===== src/rtl/pc_fetch_ctrl.sv =====
// PC owner and instruction fetch sequencer: req/ack fetch, valid/ready issue, redirects.
// Optional MISALIGN_TRAP_EN sends misaligned redirect targets to TRAP_VECTOR.
module pc_fetch_ctrl #(
   parameter logic [31:0] RESET_VECTOR = 32'h0000_0000,
   parameter logic [31:0] TRAP_VECTOR  = 32'h0000_0100
) (
   input  logic        clk,
   input  logic        reset,
   input  logic        branch,
   input  logic        ALU_zero,
   input  logic        jump,
   input  logic [31:0] ex_pc,
   input  logic [63:0] imm_gen_out,
   input  logic [31:0] jump_target,
   output logic        imem_req,
   output logic [31:0] imem_addr,
   input  logic        imem_ack,
   input  logic [31:0] imem_rdata,
   output logic        instr_valid,
   input  logic        instr_ready,
   output logic [31:0] instr_out,
   output logic [31:0] instr_pc,
   output logic        flush,
   output logic [31:0] retire_cnt,
   output logic        misalign_trap
);

   typedef enum logic [1:0] {
      S_BOOT,
      S_REQ,
      S_WAIT,
      S_VALID
   } state_t;

   state_t      state_q;
   logic [31:0] pc_q;
   logic [31:0] addr_q;
   logic [31:0] instr_q;
   logic [31:0] ipc_q;
   logic [31:0] cnt_q;
   logic        drop_q;
   logic        req_q;
   logic        valid_q;
   logic        flush_q;
   logic        trap_q;

   logic        redir;
   logic        mis;
   logic [31:0] raw_tgt;
   logic [31:0] tgt_d;
   logic [31:0] pc_inc;
   logic        unused_ok;

   assign unused_ok = ^{imm_gen_out[63:31], TRAP_VECTOR};

   always_comb begin
      redir   = jump | (branch & ALU_zero);
      raw_tgt = jump ? jump_target
                     : ex_pc + {imm_gen_out[30:0], 1'b0};
      raw_tgt[0] = 1'b0;
      pc_inc  = pc_q + 32'd4;
`ifdef MISALIGN_TRAP_EN
      mis   = raw_tgt[1];
      tgt_d = mis ? TRAP_VECTOR : raw_tgt;
`else
      mis   = 1'b0;
      tgt_d = {raw_tgt[31:2], 2'b00};
`endif
   end

   always_ff @(posedge clk or negedge reset) begin
      if (!reset) begin
         state_q <= S_BOOT;
         pc_q    <= RESET_VECTOR;
         addr_q  <= '0;
         instr_q <= '0;
         ipc_q   <= '0;
         cnt_q   <= '0;
         drop_q  <= 1'b0;
         req_q   <= 1'b0;
         valid_q <= 1'b0;
         flush_q <= 1'b0;
         trap_q  <= 1'b0;
      end else begin
         flush_q <= 1'b0;
         trap_q  <= 1'b0;
         if (state_q != S_BOOT && redir) begin
            flush_q <= 1'b1;
            trap_q  <= mis;
         end
         unique case (state_q)
            S_BOOT: begin
               state_q <= S_REQ;
               req_q   <= 1'b1;
               addr_q  <= pc_q;
            end
            S_REQ: begin
               if (redir) begin
                  pc_q   <= tgt_d;
                  addr_q <= tgt_d;
               end else begin
                  state_q <= S_WAIT;
               end
            end
            S_WAIT: begin
               if (imem_ack) begin
                  drop_q <= 1'b0;
                  if (redir) begin
                     pc_q    <= tgt_d;
                     addr_q  <= tgt_d;
                     state_q <= S_REQ;
                  end else if (drop_q) begin
                     state_q <= S_REQ;
                  end else begin
                     instr_q <= imem_rdata;
                     ipc_q   <= pc_q;
                     valid_q <= 1'b1;
                     req_q   <= 1'b0;
                     state_q <= S_VALID;
                  end
               end else if (redir) begin
                  // response still in flight belongs to the old path
                  drop_q <= 1'b1;
                  pc_q   <= tgt_d;
                  addr_q <= tgt_d;
               end
            end
            S_VALID: begin
               if (instr_ready) begin
                  cnt_q <= cnt_q + 32'd1;
               end
               if (redir) begin
                  pc_q    <= tgt_d;
                  addr_q  <= tgt_d;
                  valid_q <= 1'b0;
                  req_q   <= 1'b1;
                  state_q <= S_REQ;
               end else if (instr_ready) begin
                  pc_q    <= pc_inc;
                  addr_q  <= pc_inc;
                  valid_q <= 1'b0;
                  req_q   <= 1'b1;
                  state_q <= S_REQ;
               end
            end
            default: state_q <= S_BOOT;
         endcase
      end
   end

   assign imem_req      = req_q;
   assign imem_addr     = addr_q;
   assign instr_valid   = valid_q;
   assign instr_out     = instr_q;
   assign instr_pc      = ipc_q;
   assign flush         = flush_q;
   assign retire_cnt    = cnt_q;
   assign misalign_trap = trap_q;

endmodule


===== config.mk =====
export PLATFORM = sky130hd
export DESIGN_NAME = pc_fetch_ctrl
export DESIGN_NICKNAME = d
export VERILOG_FILES = /design/src/rtl/pc_fetch_ctrl.sv
export SDC_FILE = /design/constraint.sdc
export NUM_CORES = 1
export LEC_CHECK = 0
export CORE_MARGIN = 2
export CORE_UTILIZATION = 49
export CTS_BUF_LIST = sky130_fd_sc_hd__clkbuf_8
export CTS_CLUSTER_DIAMETER = 80
export CTS_CLUSTER_SIZE = 10
export DETAILED_ROUTE_END_ITERATION = 16
export HOLD_SLACK_MARGIN = 0.05
export PLACE_DENSITY = 0.83
export SLEW_MARGIN = 20
export SYNTH_ARGS = -nofsm -noshare
export SYNTH_HDL_FRONTEND = slang
export SYNTH_SLANG_ARGS = --single-unit
export TNS_END_PERCENT = 5

===== constraint.sdc =====
create_clock -name clk -period 2.97 [get_ports clk]
set_clock_uncertainty 0.2 [all_clocks]
set_input_delay 0.297 -clock clk [delete_from_list [all_inputs] [get_ports clk]]
set_output_delay 0.297 -clock clk [all_outputs]
set_load 0.01 [all_outputs]

Yosys cells after proc, flatten, opt, wreduce, memory -nomap -nowiden
Index checks and enable logic that the tools add are counted.
W data, S select, Z words.
{"block": "totals", "out_inout_bits": 132, "reg_bits": 166, "romBits": 0, "in_bits": 167, "n_memories": 0, "mem_bits_rw": 0, "latch_bits": 0, "word_cells": 70}
{"block": "op_classes", "multipliers": 0, "eq_ne": 9, "shift": 0, "order_cmp": 0, "n_reduce_logical": 16, "mux": 28, "n_addsub": 3, "n_div": 0, "n_bitwise": 4}
{"op": "$mux W32", "n": 4}
{"op": "$pmux W32 S3", "n": 1}
{"op": "$pmux W32 S2", "n": 1}
{"op": "$add A32 B1 Y32 const B", "n": 1}
{"op": "$add A32 B3 Y32 const B", "n": 1}
{"op": "$add A32 B32 Y32", "n": 1}
{"op": "$mux W1", "n": 13}
{"op": "$mux W2", "n": 6}
{"op": "$reduce_and A5 Y1", "n": 2}
{"op": "$ne A2 B2 Y1 const B", "n": 4}
{"op": "$pmux W2 S4", "n": 1}
{"op": "$reduce_bool A2 Y1", "n": 4}
{"op": "$reduce_and A2 Y1", "n": 3}
{"op": "$reduce_and A3 Y1", "n": 2}
{"op": "$eq A2 B2 Y1 const B", "n": 2}
{"op": "$reduce_and A4 Y1", "n": 1}
{"op": "$ne A3 B3 Y1 const B", "n": 1}
{"op": "$pmux W1 S3", "n": 1}
{"op": "$reduce_bool A3 Y1", "n": 1}
{"op": "$eq A2 B1 Y1 const B", "n": 1}
{"op": "$logic_not A2 Y1", "n": 1}
{"op": "$ne A2 B1 Y1 const B", "n": 1}
{"op": "$not A1 Y1", "n": 2}
{"op": "$pmux W1 S2", "n": 1}
{"op": "other kinds (4)", "n": 4}

Longest topological paths before layout
Gate-level depths: netlist of run 1.
{"block": "logic_depth", "ltp_word": 5, "ltp_mapped": 11, "mapped_depth_nobuf": 11}

Worst setup path after synthesis of run 1
OpenSTA, ideal clock, no wires.
{"block": "synth_timing", "path_kind": "input -> register", "from": "input port ex_pc[16]", "to": "register pc_q[25]", "setup_time_ns": 0.121, "path_slack_ns": 0.315, "arrival_ns": 2.334, "path_stages": 11, "required_ns": 2.649, "path_buffers": 1, "cell_sequence": "ha_1 buf_6 a21oi_2 o21ai_1 a32o_1 or3_1 o21ai_1 nand2_1 xnor2_1 o221a_1 o22a_1"}
{"block": "synth_via", "elab_chain_len": 4, "word_cells_on_any_way": 5, "classes_between": "1 x add/sub; 4 x mux"}
{"element": "start: declaration", "line_no": "12", "source": "input logic [31:0] ex_pc,"}
{"element": "$add A32 B32 Y32 *", "line_no": "59", "source": ": ex_pc + {imm_gen_out[30:0], 1'b0};"}
{"element": "$mux W32 *", "line_no": "58", "source": "raw_tgt = jump ? jump_target"}
{"element": "$mux W32 (on tied branches)"}
{"element": "$pmux W32 S2 *", "line_no": "91", "source": "unique case (state_q)"}
{"element": "end signal: assignment", "line_no": "99", "source": "pc_q <= tgt_d;"}
{"element": "end signal: assignment", "line_no": "133", "source": "pc_q <= tgt_d;"}
{"element": "end signal: assignment", "line_no": "139", "source": "pc_q <= pc_inc;"}
{"element": "end: declaration", "line_no": "36", "source": "logic [31:0] pc_q;"}
Every way passes the cells marked *; elsewhere a longest branch is shown, timed or not. The select of a mux whose other input is x is not followed.
A chain may end at the register's enable or synchronous reset.

Worst setup path after layout of run 1
{"block": "layout_timing", "from": "register pc_q[9]", "to": "register pc_q[31]"}
{"block": "layout_via", "elab_chain_len": 4}
{"element": "start signal: assignment", "line_no": "99"}
{"element": "start signal: assignment", "line_no": "109", "source": "pc_q <= tgt_d;"}
{"element": "start signal: assignment", "line_no": "124", "source": "pc_q <= tgt_d;"}
{"element": "$add A32 B3 Y32", "line_no": "61", "source": "pc_inc = pc_q + 32'd4;"}
{"element": "$mux W32", "line_no": "138", "source": "end else if (instr_ready) begin"}
{"element": "$mux W32", "line_no": "132", "source": "if (redir) begin"}
{"element": "$pmux W32 S2", "line_no": "91"}
Every way passes these cells. The select of a mux whose other input is x is not followed.

==> results.ini, run 1 <==
[run_status]
status=complete, no violations

[logic_synthesis]
syn_area_um2=10000
synth-seq-area-share_pct=41.5
synth_ff_type=dfrtp_1
synth_top_area_share_pct=41.5
syn_avg_cell_area_um2=9.31
synth_edf_count=0
netlist_top_cells_area=dfrtp_1 42%, mux2_2 7.3%, o21ai_0 4.9%, ha_1 4.4%, xnor2_1 4.2%
synthCells=1074
ys_types=79
synth_nets=1277
yosysMostFrequentCell=dfrtp_1
yosysTopAreaCell=dfrtp_1
synth_commonest_cells=166 x dfrtp_1, 109 x nand2_1, 98 x o21ai_0
async_flop_share_pct=100
yosysWarnings=0
ys_seq_elements=166

[pwr]
comb_power_share_pct=50.5
seqPwrFrac_pct=34.8
ir_drop_v=0.000387
clkPwrFrac_pct=14.8
switching_power_mw=4.41
power.density_nw_per_um2=783
switching_share_pct=40.7
power.internal_mw=6.42
p_leak_nw=6.00
p_total_mw=10.8

[run]
maxCapViolCount=0

[global_routing]
antenna_found_initial=0
grt_pass1_wl_um=48100
grt_overflow=0
track_usage_pct=27.4
grt_pass1_vias=9629
grt_start_max_net_pins=74

[layout]
fin_util_pct=68.7
area_delta_synth_final_pct=38.2
drive_gt1_share_pct=15.4
insertedDiodeCount=0
final_nets=1585

[critical_path]
worstPathCellList=nand3_2 -> nor4_4 -> nand4_1 -> nor2_2 -> nand4_1 -> xnor2_1 -> o21ai_0 -> o22ai_1 -> a21oi_1
crit_type=flip-flop to flip-flop
cp.arrival_ns=3.02
critPathMostFrequentCell=nand4_1
reg2reg_depth=9
cp_max_fo=7
startpoint_type=flip-flop
critPathBufInv=0
required_ns=3.17
critPathMaxStageDelay_ns=0.49
crit_family=simple AND/OR/NAND/NOR gates
endpoint_kind=flip-flop
r2r_start=pc_q[9]$_DFFE_PN0P_
r2r_slack_ns=0.14
critPathSlowestCell=dfrtp_1
r2r-end=pc_q[31]$_DFFE_PN0P_

[place]
routabilityCongestion=0.897
port_buffers=261
dp_hpwl_um=22000

[sta]
finalCritPeriodShare_pct=95.1
slew_headroom_pct=47.8
rsz0062_at_grt=false
setup_viol=0
setup_tns_ns=0
fmax_ghz=0.354
hold_viol=0
period_minus_slack_ns=2.83
worst_slew_pin_slew_ns=0.781
slew_viol_final=0

[route]
ant_nets=0
drtPass1Iterations=6
wl_per_cell_um=17.7
drc=0
wl_um=29500
viasPerCell=5.81
drt-initial-drc-count=882
via_count=9668

[floorplan]
start_util_pct=49.7
chipHeight_um=147
rows=52
die_width_um=147
io_pins=299
coreArea_um2=20100
die-area_um2=21600

[clocking]
cts_buffers=17
numClockSinks=166
cts_tree=built
clock_latency_ns=0.47
clock-root-buffer=clkbuf_8
path_clk_slew_ns=0.09
cts_buffer_depth=2
cts_setup_buffers=0
htreeDepth=4

[hold_path]
worstHoldPathType=input port to asynchronous set/reset pin

[cell type report]
type | instances | area [um2]
Clock inverter | 15 | 144
Tap cell | 270 | 338
Clock buffer | 17 | 234
Inverter | 24 | 90.1
Fill cell | 1498 | 6290
Multi-Input combinational cell | 821 | 5520
Timing Repair Buffer | 352 | 3340
Sequential cell | 166 | 4150
[sequential cells by signal, indices dropped and copies added, names as in the netlist, 2 cells and up]
name,count
pc_q,32
instr_pc,32
retire_cnt,32
state_q,2
imem_addr,32
instr_out,32
[layout by cell type (no fill, tap or decap), drive strengths merged, types with 35 or more instances in the layout]
cell type	count
nand3	43
nor2	70
buf	91
nand2	109
o21ai	111
dfrtp	166
xnor2	48
a21oi	80
mux2	65
clkdlybuf4s50	260
ha	35
[worst max-delay path by stage]
stage	from	endpoint	slack [ns]	depth (start not counted)
3_5_place_dp	ex_pc[2]	imem_addr[19]$_DFFE_PN0P_	-0.32	13
6_report	pc_q[9]$_DFFE_PN0P_	pc_q[31]$_DFFE_PN0P_	0.14	9
2_1_floorplan	ex_pc[16]	pc_q[25]$_DFFE_PN0P_	0.32	11
4_1_cts	pc_q[9]$_DFFE_PN0P_	pc_q[31]$_DFFE_PN0P_	0.17	9
5_1_grt	pc_q[9]$_DFFE_PN0P_	pc_q[31]$_DFFE_PN0P_	0.004	9
3_3_place_gp	ex_pc[2]	imem_addr[31]$_DFFE_PN0P_	-0.27	13
[metrics by stage]
stage	cell area, um2	hold slack [ns]	worst slack [ns]	instances
2_1_floorplan	10000	-0.199	0.315	1074
3_3_place_gp	13400	0.128	-0.268	1632
3_5_place_dp	13400	0.131	-0.317	1632
4_1_cts	13800	0.194	0.167	1665
5_1_grt	13800	0.223	0.00392	1665
6_report	13800	0.172	0.144	1665
[cell families (layout without fill, tap and decap cells)]
kind of cell               count (synthesis)  in the layout  synth area share (%)
DFF                                      166            166                  41.5
adders and majority gates                 36             36                  4.58
and+or+nand+nor                          316            316                  15.3
other                                      1              1                0.0375
xor gates and xnor gates                  73             73                  6.39
buffers and inverters                     87            408                  3.55
muxes                                     70             70                  7.82
AOI/OAI and AO/OA                        325            325                  20.8
[power groups by stage]
stage / registers [mW] / logic (mW) / clock network, mW
floorplan: 3.82 / 2.75 / 0
global placement: 3.74 / 5.24 / 0
detailed placement: 3.78 / 5.37 / 0
CTS: 3.74 / 5.41 / 1.62
global route: 3.86 / 5.89 / 1.72
finish: 3.76 / 5.46 / 1.60
[routing by layer]
| layer | global-route usage, % | part of all wire, % | vias up |
|---|---|---|---|
| met2 | 44.1 | 47 | 525 |
| met5 | 0 | 0 | - |
| met4 | 9.08 | 2.3 | 0 |
| li1 | - | - | 4527 |
| met1 | 37.9 | 42 | 4547 |
| met3 | 4.75 | 9.3 | 69 |
[what timing repair did]
| action | in CTS | in global routing |
|---|---|---|
| endpoints found under the hold margin | 62 | 0 |
| hold buffers | 1 | 0 |
| endpoints found under the setup margin | 0 | 11 |
| gates resized for setup | 0 | 6 |
Note: power is estimated with default switching activity, not from simulation.
==> run 2: changes to the inputs <==
- HOLD_SLACK_MARGIN: 0.05 -> 0.06
==> results of run 2 <==
The final DEF is identical to that of run 1; final timing and power are the same.
==> run 3: changes to the inputs <==
- HOLD_SLACK_MARGIN: 0.06 -> unset
==> results of run 3 <==
The final DEF is identical to that of run 1; final timing and power are the same.
